$ cat config.mk
export PLATFORM = sky130hd
export DESIGN_NAME = if_fetch_unit
export DESIGN_NICKNAME = d
export VERILOG_FILES = /design/src/rtl/if_fetch_unit_pkg.sv /design/src/rtl/if_fetch_unit_hold_buf.sv /design/src/rtl/if_fetch_unit.sv
export SDC_FILE = /design/constraint.sdc
export NUM_CORES = 1
export LEC_CHECK = 0
export CAP_MARGIN = 20
export CORE_MARGIN = 3
export CORE_UTILIZATION = 25
export DETAILED_ROUTE_END_ITERATION = 8
export SYNTH_ARGS = -nofsm -noshare
export SYNTH_HDL_FRONTEND = slang
export SYNTH_SLANG_ARGS = --single-unit
export TNS_END_PERCENT = 5
$ cat constraint.sdc
create_clock -name clk -period 4 [get_ports clk]
set_input_delay 1.2 -clock clk [delete_from_list [all_inputs] [get_ports clk]]
set_output_delay 1.2 -clock clk [all_outputs]
set_load 0.005 [all_outputs]
$ cat src/rtl/if_fetch_unit_pkg.sv
// Shared definitions for the instruction fetch unit.
//   fetch_state_t : fetch FSM states
//   fetch_pkt_t   : fetched instruction word paired with its PC + 4
//   NOP_ENC       : default bubble instruction encoding
//   PC_INC        : sequential PC increment
package if_fetch_unit_pkg;

  typedef enum logic [1:0] {
    FETCH   = 2'd0,
    HOLD    = 2'd1,
    DISCARD = 2'd2
  } fetch_state_t;

  typedef struct packed {
    logic [31:0] inst;
    logic [31:0] pc_inc;
  } fetch_pkt_t;

  localparam logic [31:0] NOP_ENC = 32'h0000_0000;
  localparam logic [31:0] PC_INC  = 32'd4;

endpackage

$ cat src/rtl/if_fetch_unit_hold_buf.sv
// if_hold_buf: one-entry buffer that parks a fetched instruction while the
// IF/ID register is stalled.
//   clk, rst_b : clock, synchronous active-high reset
//   load       : capture data_in and mark the entry valid
//   clear      : invalidate the entry (wins over load)
//   data_in    : instruction word + PC + 4 to park
//   data_out   : parked instruction word + PC + 4
//   valid      : entry holds a fetched instruction
module if_hold_buf
  import if_fetch_unit_pkg::*;
(
  input  logic       clk,
  input  logic       rst_b,
  input  logic       load,
  input  logic       clear,
  input  fetch_pkt_t data_in,
  output fetch_pkt_t data_out,
  output logic       valid
);

  always_ff @(posedge clk) begin
    if (rst_b) begin
      valid    <= 1'b0;
      data_out <= '0;
    end else if (clear) begin
      valid <= 1'b0;
    end else if (load) begin
      valid    <= 1'b1;
      data_out <= data_in;
    end
  end

endmodule

$ cat src/rtl/if_fetch_unit.sv
// if_fetch_unit: instruction fetch stage with a single outstanding memory
// request, stall hold buffer and redirect flush.
//   clk, rst_b          : clock, synchronous active-high reset
//   stall               : IF/ID not accepting; IF outputs hold
//   redirect_valid/_pc  : taken branch/jump; flush IF and refetch from target
//   imem_req/_addr      : instruction memory request and word address
//   imem_rvalid/_rdata  : memory response completing the outstanding request
//   pc_incremented_IF   : PC + 4 of the instruction in inst_IF
//   inst_IF             : fetched instruction, or NOP_INST for a bubble
//   inst_valid_IF       : inst_IF is a real instruction
module if_fetch_unit
  import if_fetch_unit_pkg::*;
#(
  parameter logic [31:0] RESET_PC = 32'h0000_0000,
  parameter logic [31:0] NOP_INST = NOP_ENC
) (
  input  logic        clk,
  input  logic        rst_b,
  input  logic        stall,
  input  logic        redirect_valid,
  input  logic [31:0] redirect_pc,
  output logic        imem_req,
  output logic [31:0] imem_addr,
  input  logic        imem_rvalid,
  input  logic [31:0] imem_rdata,
  output logic [31:0] pc_incremented_IF,
  output logic [31:0] inst_IF,
  output logic        inst_valid_IF
);

  fetch_state_t state;
  logic [31:0]  pc;
  logic [31:0]  discard_addr;  // address of the request being drained in DISCARD
  logic         accept;
  logic         hold_load;
  logic         hold_clear;
  logic         hold_valid;
  fetch_pkt_t   hold_q;

  assign imem_req  = !rst_b && (state != HOLD);
  // DISCARD keeps presenting the abandoned address so the bus request stays stable
  assign imem_addr = (state == DISCARD) ? discard_addr : pc;
  assign accept    = imem_req && imem_rvalid;

  assign hold_load  = accept && (state == FETCH) && stall && !redirect_valid;
  assign hold_clear = redirect_valid || ((state == HOLD) && !stall);

  if_hold_buf u_hold_buf (
    .clk      (clk),
    .rst_b    (rst_b),
    .load     (hold_load),
    .clear    (hold_clear),
    .data_in  ('{inst: imem_rdata, pc_inc: pc + PC_INC}),
    .data_out (hold_q),
    .valid    (hold_valid)
  );

  always_ff @(posedge clk) begin
    if (rst_b) begin
      state             <= FETCH;
      pc                <= RESET_PC;
      discard_addr      <= RESET_PC;
      inst_IF           <= NOP_INST;
      pc_incremented_IF <= '0;
      inst_valid_IF     <= 1'b0;
    end else if (redirect_valid) begin
      pc            <= redirect_pc;
      inst_IF       <= NOP_INST;
      inst_valid_IF <= 1'b0;
      unique case (state)
        FETCH: begin
          if (!accept) begin
            state        <= DISCARD;
            discard_addr <= pc;
          end
        end
        HOLD:    state <= FETCH;
        DISCARD: if (accept) state <= FETCH;
        default: state <= FETCH;
      endcase
    end else begin
      unique case (state)
        FETCH: begin
          if (accept) begin
            pc <= pc + PC_INC;
            if (stall) begin
              state <= HOLD;
            end else begin
              inst_IF           <= imem_rdata;
              pc_incremented_IF <= pc + PC_INC;
              inst_valid_IF     <= 1'b1;
            end
          end else if (!stall) begin
            inst_IF       <= NOP_INST;
            inst_valid_IF <= 1'b0;
          end
        end
        HOLD: begin
          if (!stall) begin
            state <= FETCH;
            if (hold_valid) begin
              inst_IF           <= hold_q.inst;
              pc_incremented_IF <= hold_q.pc_inc;
              inst_valid_IF     <= 1'b1;
            end else begin
              inst_IF       <= NOP_INST;
              inst_valid_IF <= 1'b0;
            end
          end
        end
        DISCARD: begin
          if (accept) state <= FETCH;
          if (!stall) begin
            inst_IF       <= NOP_INST;
            inst_valid_IF <= 1'b0;
          end
        end
        default: state <= FETCH;
      endcase
    end
  end

endmodule

==> run_summary.xml, run 1 <==
<?xml version="1.0" encoding="UTF-8"?>
<metrics>
  <group name="cells_and_area">
    <metric name="final_cell_count_no_fill" unit="">1640</metric>
    <metric name="n_fill_cell" unit="">3632</metric>
    <metric name="area_delta_synth_final" unit="%">29.3</metric>
    <metric name="insertedDiodeCount" unit="">0</metric>
    <metric name="final_net_count" unit="">1246</metric>
    <metric name="final_layout_size_suffix_gt1_frac" unit="">0.0835</metric>
  </group>
  <group name="worst_hold_path">
    <metric name="min_path_cells" unit="">2</metric>
    <metric name="hold_path_class" unit="">flop to flop</metric>
    <metric name="min-delay-start" unit="">discard_addr[15]</metric>
    <metric name="hold_end" unit="">discard_addr[15]</metric>
  </group>
  <group name="clocking">
    <metric name="clk_path_buf_depth" unit="">2</metric>
    <metric name="cts_root_buffer" unit="">sky130_fd_sc_hd__clkbuf_16</metric>
    <metric name="tritoncts_num_sinks" unit="">196</metric>
    <metric name="hold_bufs_at_cts" unit="">0</metric>
    <metric name="worst_setup_hold_path_clk_slew" unit="ns">0.08</metric>
    <metric name="post_cts_resize_count" unit="">0</metric>
    <metric name="cts_inserted_buffers" unit="">17</metric>
    <metric name="postCtsSetupRepairBufs" unit="">0</metric>
    <metric name="tritoncts" unit="">built</metric>
    <metric name="cts-htree-levels" unit="">4</metric>
    <metric name="clk_latency" unit="ns">0.44</metric>
  </group>
  <group name="route">
    <metric name="postRouteAntennaNets" unit="">0</metric>
    <metric name="via_count" unit="">8046</metric>
    <metric name="vias_per_cell" unit="">4.91</metric>
    <metric name="drt-initial-drc-count" unit="">709</metric>
    <metric name="detailedRoute.firstPassIterationCount" unit="">7</metric>
    <metric name="route.final.wire_length" unit="um">27500</metric>
    <metric name="detail_route.drc_violations" unit="">0</metric>
    <metric name="wire_per_inst" unit="um">16.7</metric>
  </group>
  <group name="sta">
    <metric name="grt_setup_unrepaired" unit="">no</metric>
    <metric name="fin_skew" unit="ns">0.00993</metric>
    <metric name="setup_viol_count_final" unit="">0</metric>
    <metric name="clock.fmax" unit="MHz">280</metric>
    <metric name="timing_worst_slew_pin_value" unit="ns">0.655</metric>
    <metric name="finalHoldViolations" unit="">0</metric>
    <metric name="relSlewSlack" unit="">0.563</metric>
    <metric name="final_min_period_over_clock_period" unit="">0.894</metric>
    <metric name="totalNegativeSetupSlack" unit="ns">0</metric>
    <metric name="final_max_slew_viol_count" unit="">0</metric>
    <metric name="timing.final.crit_period" unit="ns">3.57</metric>
    <metric name="fin_worst_hold_slack" unit="ns">0.456</metric>
  </group>
  <group name="power">
    <metric name="maximum_vdd_drop" unit="mV">0.310</metric>
    <metric name="cellPowerDensity" unit="nW/um^2">387</metric>
    <metric name="leakage" unit="uW">0.00373</metric>
    <metric name="totalPowerFinal" unit="uW">4420</metric>
  </group>
  <group name="floorplan">
    <metric name="die_area" unit="sq um">37600</metric>
    <metric name="top_level_ports" unit="">167</metric>
    <metric name="die-width" unit="um">194</metric>
    <metric name="design.core.area" unit="sq um">34700</metric>
    <metric name="die_y" unit="um">194</metric>
    <metric name="starting_density_of_the_core" unit="">0.255</metric>
    <metric name="rows" unit="">68</metric>
  </group>
  <group name="setup_path">
    <metric name="timing_worst_setup_path_type" unit="">flop to primary output</metric>
    <metric name="cp_data_required_time" unit="ns">2.80</metric>
    <metric name="critPathMaxStageDelay" unit="ns">0.45</metric>
    <metric name="r2r_setup_slack" unit="ns">1.14</metric>
    <metric name="crit_path_top_delay_cell" unit="">sky130_fd_sc_hd__clkdlybuf4s50_1</metric>
    <metric name="reg2regPathDepth" unit="">8</metric>
    <metric name="critical_path.max_fanout" unit="">36</metric>
    <metric name="rr_endpoint" unit="">pc_incremented_IF[12]</metric>
    <metric name="worstPathCellList" unit="">inv_1 -&gt; ha_1 -&gt; buf_4 -&gt; mux2_2 -&gt; clkdlybuf4s50_1</metric>
    <metric name="crit-reg2reg-launch" unit="">state[1]</metric>
    <metric name="start_kind" unit="">flop</metric>
    <metric name="end_kind" unit="">primary output</metric>
    <metric name="worst_ep_arrival_time" unit="ns">2.37</metric>
  </group>
  <group name="synthesis">
    <metric name="synth_area_per_cell" unit="sq um">8.26</metric>
    <metric name="synth.yosys.warnings" unit="">0</metric>
    <metric name="postSynthRegisterBits" unit="">196</metric>
    <metric name="synth-seq-area-share" unit="">0.444</metric>
    <metric name="synth-main-ff-cell" unit="">sky130_fd_sc_hd__dfxtp_1</metric>
    <metric name="mappedNetlistNets" unit="">1143</metric>
    <metric name="synth-edff-count" unit="">0</metric>
    <metric name="ys_async_rst_share" unit="">0</metric>
    <metric name="syn-cell-area" unit="sq um">8830</metric>
    <metric name="synth_cell_type_count" unit="">59</metric>
    <metric name="netlist_instances" unit="">1069</metric>
  </group>
  <group name="global_route">
    <metric name="track_usage" unit="">0.141</metric>
    <metric name="grtUsageMet2" unit="">0.207</metric>
    <metric name="pin_count_of_the_biggest_net_entering_global_routing" unit="">63</metric>
    <metric name="met3_usage" unit="">0.0339</metric>
    <metric name="number_of_antenna_violations_at_the_first_check_in_global_routing" unit="">0</metric>
    <metric name="groute.layer.met1.usage" unit="">0.210</metric>
    <metric name="top_usage_layer" unit="">met1</metric>
    <metric name="number_of_global_route_vias_before_repair" unit="">7395</metric>
    <metric name="gr-total-overflow" unit="">0</metric>
    <metric name="grt_first_pass_wirelength" unit="um">42700</metric>
  </group>
  <group name="outcome">
    <metric name="run_status" unit="">completed</metric>
  </group>
  <group name="job">
    <metric name="drv_cap" unit="">0</metric>
  </group>
  <group name="placement">
    <metric name="detailedPlacementHpwl" unit="um">19100</metric>
    <metric name="port_buffers" unit="">166</metric>
    <metric name="place_inst" unit="">1608</metric>
    <metric name="place_congestion" unit="">0.860</metric>
  </group>
</metrics>
cells in the final DEF, fill, tap and decap left out, drive strengths merged, types with 11 or more instances in the layout:
master and count:
dfxtp 196, nand2 191, clkdlybuf4s50 165, nor2 109
a21oi 97, a211oi 42, xnor2 36, a222oi 31
mux2 29, buf 28, nand3 25, o21ai 22
nor4 21, nor3 19, clkbuf 18, inv 17
nand4 16, and3 16, xor2 11
synthesized netlist by cell type (5+ instances only):
master                       n  share of area
sky130_fd_sc_hd__and3_1     16          0.011
sky130_fd_sc_hd__nor2_1    109          0.046
sky130_fd_sc_hd__a211oi_1   42          0.036
sky130_fd_sc_hd__o211ai_1    5         0.0042
sky130_fd_sc_hd__nor3_1     19          0.011
sky130_fd_sc_hd__nand4_1    15          0.011
sky130_fd_sc_hd__clkbuf_1   68          0.029
sky130_fd_sc_hd__mux2_2     29          0.037
sky130_fd_sc_hd__nand2_1   191          0.081
sky130_fd_sc_hd__nand3_1    25          0.014
sky130_fd_sc_hd__ha_1        5         0.0071
sky130_fd_sc_hd__a31oi_1     5         0.0035
sky130_fd_sc_hd__xnor2_1    36          0.036
sky130_fd_sc_hd__dfxtp_1   196           0.44
sky130_fd_sc_hd__mux2i_1     6         0.0068
sky130_fd_sc_hd__nor4_1     19          0.013
sky130_fd_sc_hd__inv_1       9         0.0038
sky130_fd_sc_hd__o31a_1      5         0.0050
sky130_fd_sc_hd__buf_1       8         0.0034
sky130_fd_sc_hd__buf_2      27          0.015
sky130_fd_sc_hd__a222oi_1   31          0.035
sky130_fd_sc_hd__o21ai_0    22          0.012
sky130_fd_sc_hd__xor2_1     11          0.011
sky130_fd_sc_hd__a21oi_1    97          0.055
sky130_fd_sc_hd__or3_1       6         0.0042
sky130_fd_sc_hd__o22ai_1     8         0.0057
worst max-delay path: cells and delay by family (launching register included):
kind                       cells  cell delay [ns]
buffers and inverters          3             0.97
adders and majority gates      1             0.17
DFF                            1             0.33
muxes                          1             0.43
cells by family after synthesis:
| family | Yosys count | synth area share |
|---|---|---|
| xor gates and xnor gates | 47 | 0.0466 |
| and+or+nand+nor | 425 | 0.216 |
| AOI/OAI and AO/OA | 242 | 0.185 |
| muxes | 35 | 0.0438 |
| adders and majority gates | 5 | 0.00708 |
| buffers and inverters | 119 | 0.0572 |
| DFF | 196 | 0.444 |
through the flow:
step / utilization / cell area, sq um / setup WS (ns)
after global routing: 0.329 / 11400 / 0.295
after floorplan: - / 8830 / 1.25
after global placement: 0.312 / 10800 / 0.421
after detailed placement: 0.312 / 10800 / 0.381
final: 0.329 / 11400 / 0.425
after CTS: 0.329 / 11400 / 0.401
power breakdown:
part,internal (uW),total [uW],switching [uW]
Clock,912,1770,854
Combinational,267,565,299
Sequential,2020,2090,71.0
Total,3200,4420,1220
per-layer routing:
metal	share of wire	wire length, um	vias up
met5	0	0	-
met4	0.0086	235	0
met3	0.068	1880	13
met2	0.43	11900	284
met1	0.49	13500	3756
li1	-	-	3993
registers in the layout, indices dropped and copies added (netlist names):
register / cells
inst_IF: 32
u_hold_buf.valid: 1
state: 2
discard_addr: 32
inst_valid_IF: 1
pc: 32
u_hold_buf.data_out: 64
pc_incremented_IF: 32
how the worst max path moves through the flow:
| stage | from | to | cells past startpoint |
|---|---|---|---|
| final | state[0] | imem_addr[31] | 5 |
| after global routing | state[0] | imem_addr[28] | 5 |
| after global placement | imem_rvalid | pc_incremented_IF[12] | 6 |
| after detailed placement | imem_rvalid | pc_incremented_IF[16] | 6 |
| after CTS | state[0] | imem_addr[1] | 5 |
| after floorplan | rst_b | inst_IF[17] | 7 |
final cells by class:
type	instances	area [sq um]	share of cell area
clock buffer	18	439	0.0384
clock inverter	14	164	0.0143
sequential	196	3920	0.343
tap	455	569	0.0498
timing repair buffer	193	1870	0.164
multi-input combinational	754	4420	0.387
inverter	10	37.5	0.00329
No activity file was read; power rests on OpenSTA's default activity.
==> inputs of run 2 (changes only) <==
--- a/config.mk
+++ b/config.mk
@@ -9,6 +9,7 @@
 export CORE_MARGIN = 3
 export CORE_UTILIZATION = 25
 export DETAILED_ROUTE_END_ITERATION = 8
+export PLACE_DENSITY = 0.41
 export SYNTH_ARGS = -nofsm -noshare
 export SYNTH_HDL_FRONTEND = slang
 export SYNTH_SLANG_ARGS = --single-unit
==> run 2 against run 1 <==
Final area is 0.20% higher. Register-to-register slack hardly changed. Sequential share of layout area down 0.068 points. Final cell count increased by 0.12%. Highest routed layer unchanged.
==> run_summary.xml, run 2 (synthesis gave the netlist of run 1 again) <==
<?xml version="1.0" encoding="UTF-8"?>
<metrics>
  <group name="clocking">
    <metric name="postCtsSetupRepairBufs" unit="">0</metric>
    <metric name="hold_bufs_at_cts" unit="">0</metric>
    <metric name="cts-htree-levels" unit="">4</metric>
    <metric name="cts_inserted_buffers" unit="">17</metric>
    <metric name="worst_setup_hold_path_clk_slew" unit="ns">0.08</metric>
    <metric name="clk_path_buf_depth" unit="">2</metric>
    <metric name="post_cts_resize_count" unit="">0</metric>
    <metric name="tritoncts_num_sinks" unit="">196</metric>
    <metric name="cts_root_buffer" unit="">sky130_fd_sc_hd__clkbuf_16</metric>
    <metric name="tritoncts" unit="">built</metric>
    <metric name="clk_latency" unit="ns">0.45</metric>
  </group>
  <group name="power">
    <metric name="leakage" unit="uW">0.00374</metric>
    <metric name="power.share.clock" unit="">0.395</metric>
    <metric name="pwr-share-seq" unit="">0.474</metric>
    <metric name="share_comb_of_total_power" unit="">0.131</metric>
    <metric name="cellPowerDensity" unit="nW/um^2">386</metric>
    <metric name="internal_power" unit="uW">3180</metric>
    <metric name="maximum_vdd_drop" unit="mV">0.301</metric>
    <metric name="totalPowerFinal" unit="uW">4410</metric>
    <metric name="power_switching_share" unit="">0.278</metric>
    <metric name="p_sw" unit="uW">1230</metric>
  </group>
  <group name="setup_path">
    <metric name="crit-reg2reg-launch" unit="">state[1]</metric>
    <metric name="critical_path.max_fanout" unit="">36</metric>
    <metric name="worst_ep_arrival_time" unit="ns">2.28</metric>
    <metric name="crit_path_top_delay_cell" unit="">sky130_fd_sc_hd__clkdlybuf4s50_1</metric>
    <metric name="timing_worst_setup_path_type" unit="">flop to primary output</metric>
    <metric name="reg2regPathDepth" unit="">9</metric>
    <metric name="path_delay_family" unit="">buffers and inverters</metric>
    <metric name="end_kind" unit="">primary output</metric>
    <metric name="cp_data_required_time" unit="ns">2.80</metric>
    <metric name="cp.buffers_inverters" unit="">3</metric>
    <metric name="worstPathCellList" unit="">inv_1 -&gt; ha_1 -&gt; buf_12 -&gt; o21ai_0 -&gt; clkdlybuf4s50_1</metric>
    <metric name="critPathMaxStageDelay" unit="ns">0.57</metric>
    <metric name="rr_endpoint" unit="">pc_incremented_IF[11]</metric>
    <metric name="r2r_setup_slack" unit="ns">1.13</metric>
    <metric name="start_kind" unit="">flop</metric>
  </group>
  <group name="sta">
    <metric name="timing_worst_slew_pin_value" unit="ns">0.838</metric>
    <metric name="totalNegativeSetupSlack" unit="ns">0</metric>
    <metric name="relSlewSlack" unit="">0.441</metric>
    <metric name="clock.fmax" unit="MHz">288</metric>
    <metric name="fin_worst_hold_slack" unit="ns">0.453</metric>
    <metric name="finalHoldViolations" unit="">0</metric>
    <metric name="timing.final.crit_period" unit="ns">3.48</metric>
    <metric name="setup_viol_count_final" unit="">0</metric>
    <metric name="final_min_period_over_clock_period" unit="">0.869</metric>
    <metric name="grt_setup_unrepaired" unit="">no</metric>
    <metric name="final_max_slew_viol_count" unit="">0</metric>
    <metric name="fin_skew" unit="ns">0.0184</metric>
  </group>
  <group name="global_route">
    <metric name="number_of_antenna_violations_at_the_first_check_in_global_routing" unit="">0</metric>
    <metric name="grt_first_pass_wirelength" unit="um">46700</metric>
    <metric name="number_of_global_route_vias_before_repair" unit="">7655</metric>
    <metric name="pin_count_of_the_biggest_net_entering_global_routing" unit="">73</metric>
    <metric name="gr-total-overflow" unit="">0</metric>
    <metric name="track_usage" unit="">0.156</metric>
  </group>
  <group name="cells_and_area">
    <metric name="final_layout_size_suffix_gt1_frac" unit="">0.0851</metric>
    <metric name="finalInstanceArea" unit="sq um">11400</metric>
    <metric name="top_register" unit="">u_hold_buf.data_out</metric>
    <metric name="largest_reg_flops" unit="">64</metric>
    <metric name="leading_cell_type_in_the_layout_fill_and_taps_excluded" unit="">sky130_fd_sc_hd__dfxtp_1</metric>
    <metric name="leading_cell_types_in_the_layout_fill_and_taps_excluded" unit="">196 x sky130_fd_sc_hd__dfxtp_1, 191 x sky130_fd_sc_hd__nand2_1, 165 x sky130_fd_sc_hd__clkdlybuf4s50_1</metric>
    <metric name="final_cell_count_no_fill" unit="">1642</metric>
    <metric name="area_delta_synth_final" unit="%">29.6</metric>
    <metric name="insertedDiodeCount" unit="">0</metric>
    <metric name="final_net_count" unit="">1248</metric>
  </group>
  <group name="route">
    <metric name="drt-initial-drc-count" unit="">610</metric>
    <metric name="detailedRoute.firstPassIterationCount" unit="">6</metric>
    <metric name="wl_met1" unit="um">15400</metric>
    <metric name="detail_route.drc_violations" unit="">0</metric>
    <metric name="top_signal_layer_used" unit="">met4</metric>
    <metric name="route.final.wire_length" unit="um">30000</metric>
    <metric name="vias_per_cell" unit="">4.90</metric>
    <metric name="postRouteAntennaNets" unit="">0</metric>
    <metric name="dr_wl_met3" unit="um">1550</metric>
    <metric name="wire_per_inst" unit="um">18.2</metric>
    <metric name="via_count" unit="">8051</metric>
    <metric name="route.met2.wl" unit="um">12700</metric>
  </group>
  <group name="floorplan">
    <metric name="top_level_ports" unit="">167</metric>
    <metric name="rows" unit="">68</metric>
    <metric name="die_y" unit="um">194</metric>
    <metric name="design.core.area" unit="sq um">34700</metric>
    <metric name="die_area" unit="sq um">37600</metric>
    <metric name="starting_density_of_the_core" unit="">0.255</metric>
    <metric name="die-width" unit="um">194</metric>
  </group>
  <group name="outcome">
    <metric name="run_status" unit="">completed</metric>
  </group>
  <group name="worst_hold_path">
    <metric name="hold_path_class" unit="">flop to flop</metric>
    <metric name="min_path_cells" unit="">2</metric>
    <metric name="min-delay-start" unit="">discard_addr[15]</metric>
    <metric name="hold_end" unit="">discard_addr[15]</metric>
  </group>
  <group name="placement">
    <metric name="port_buffers" unit="">166</metric>
    <metric name="place_congestion" unit="">0.763</metric>
    <metric name="detailedPlacementHpwl" unit="um">20300</metric>
    <metric name="placement.cell_area" unit="sq um">10900</metric>
    <metric name="place_inst" unit="">1610</metric>
  </group>
  <group name="job">
    <metric name="drv_cap" unit="">0</metric>
  </group>
</metrics>
run 2: worst max-delay path by stage:
stage	slack, ns	startpoint	cells after the start	endpoint
6_report	0.52	state[0]	5	imem_addr[25]
4_1_cts	0.42	state[1]	4	imem_req
3_5_place_dp	0.34	imem_rvalid	6	pc_incremented_IF[16]
3_3_place_gp	0.40	imem_rvalid	6	pc_incremented_IF[9]
2_1_floorplan	1.25	rst_b	7	inst_IF[17]
5_1_grt	0.40	state[1]	4	imem_req
run 2: power by group through the flow:
stage | combinational [uW] | sequential (uW) | clock (uW)
detailed placement | 585 | 2140 | 0
global route | 632 | 2100 | 1880
floorplan | 333 | 2090 | 0
CTS | 589 | 2090 | 1800
finish | 579 | 2090 | 1740
global placement | 587 | 2130 | 0
run 2: through the flow:
step	utilization	setup slack, ns
finish	0.330	0.522
global route	0.330	0.400
CTS	0.330	0.425
detailed placement	0.313	0.341
global placement	0.313	0.404
floorplan	-	1.25
run 2: cell type report:
class / instances / area [sq um]
inverters: 10 / 37.5
well taps: 455 / 569
clock inverters: 14 / 146
repair buffers: 195 / 1910
flip-flops and latches: 196 / 3920
fillers: 3683 / 23300
multi-input cells: 754 / 4420
clock buffers: 18 / 439
run 2: worst register-to-register path, cell delays in order, from the launching register on:
cell,delay (ns)
sky130_fd_sc_hd__dfxtp_1,0.35
sky130_fd_sc_hd__inv_1,0.10
sky130_fd_sc_hd__ha_1,0.42
sky130_fd_sc_hd__buf_4,0.39
sky130_fd_sc_hd__mux2i_1,0.39
sky130_fd_sc_hd__a2111o_1,0.43
sky130_fd_sc_hd__buf_4,0.34
sky130_fd_sc_hd__nor3_1,0.09
sky130_fd_sc_hd__a31oi_1,0.18
sky130_fd_sc_hd__nand2_1,0.06
run 2: per-layer routing:
layer  vias to the layer above  global-route usage
li1                       3996                   -
met1                      3821               0.234
met2                       213               0.226
met3                        21              0.0342
met4                         0              0.0372
met5                         -                   0
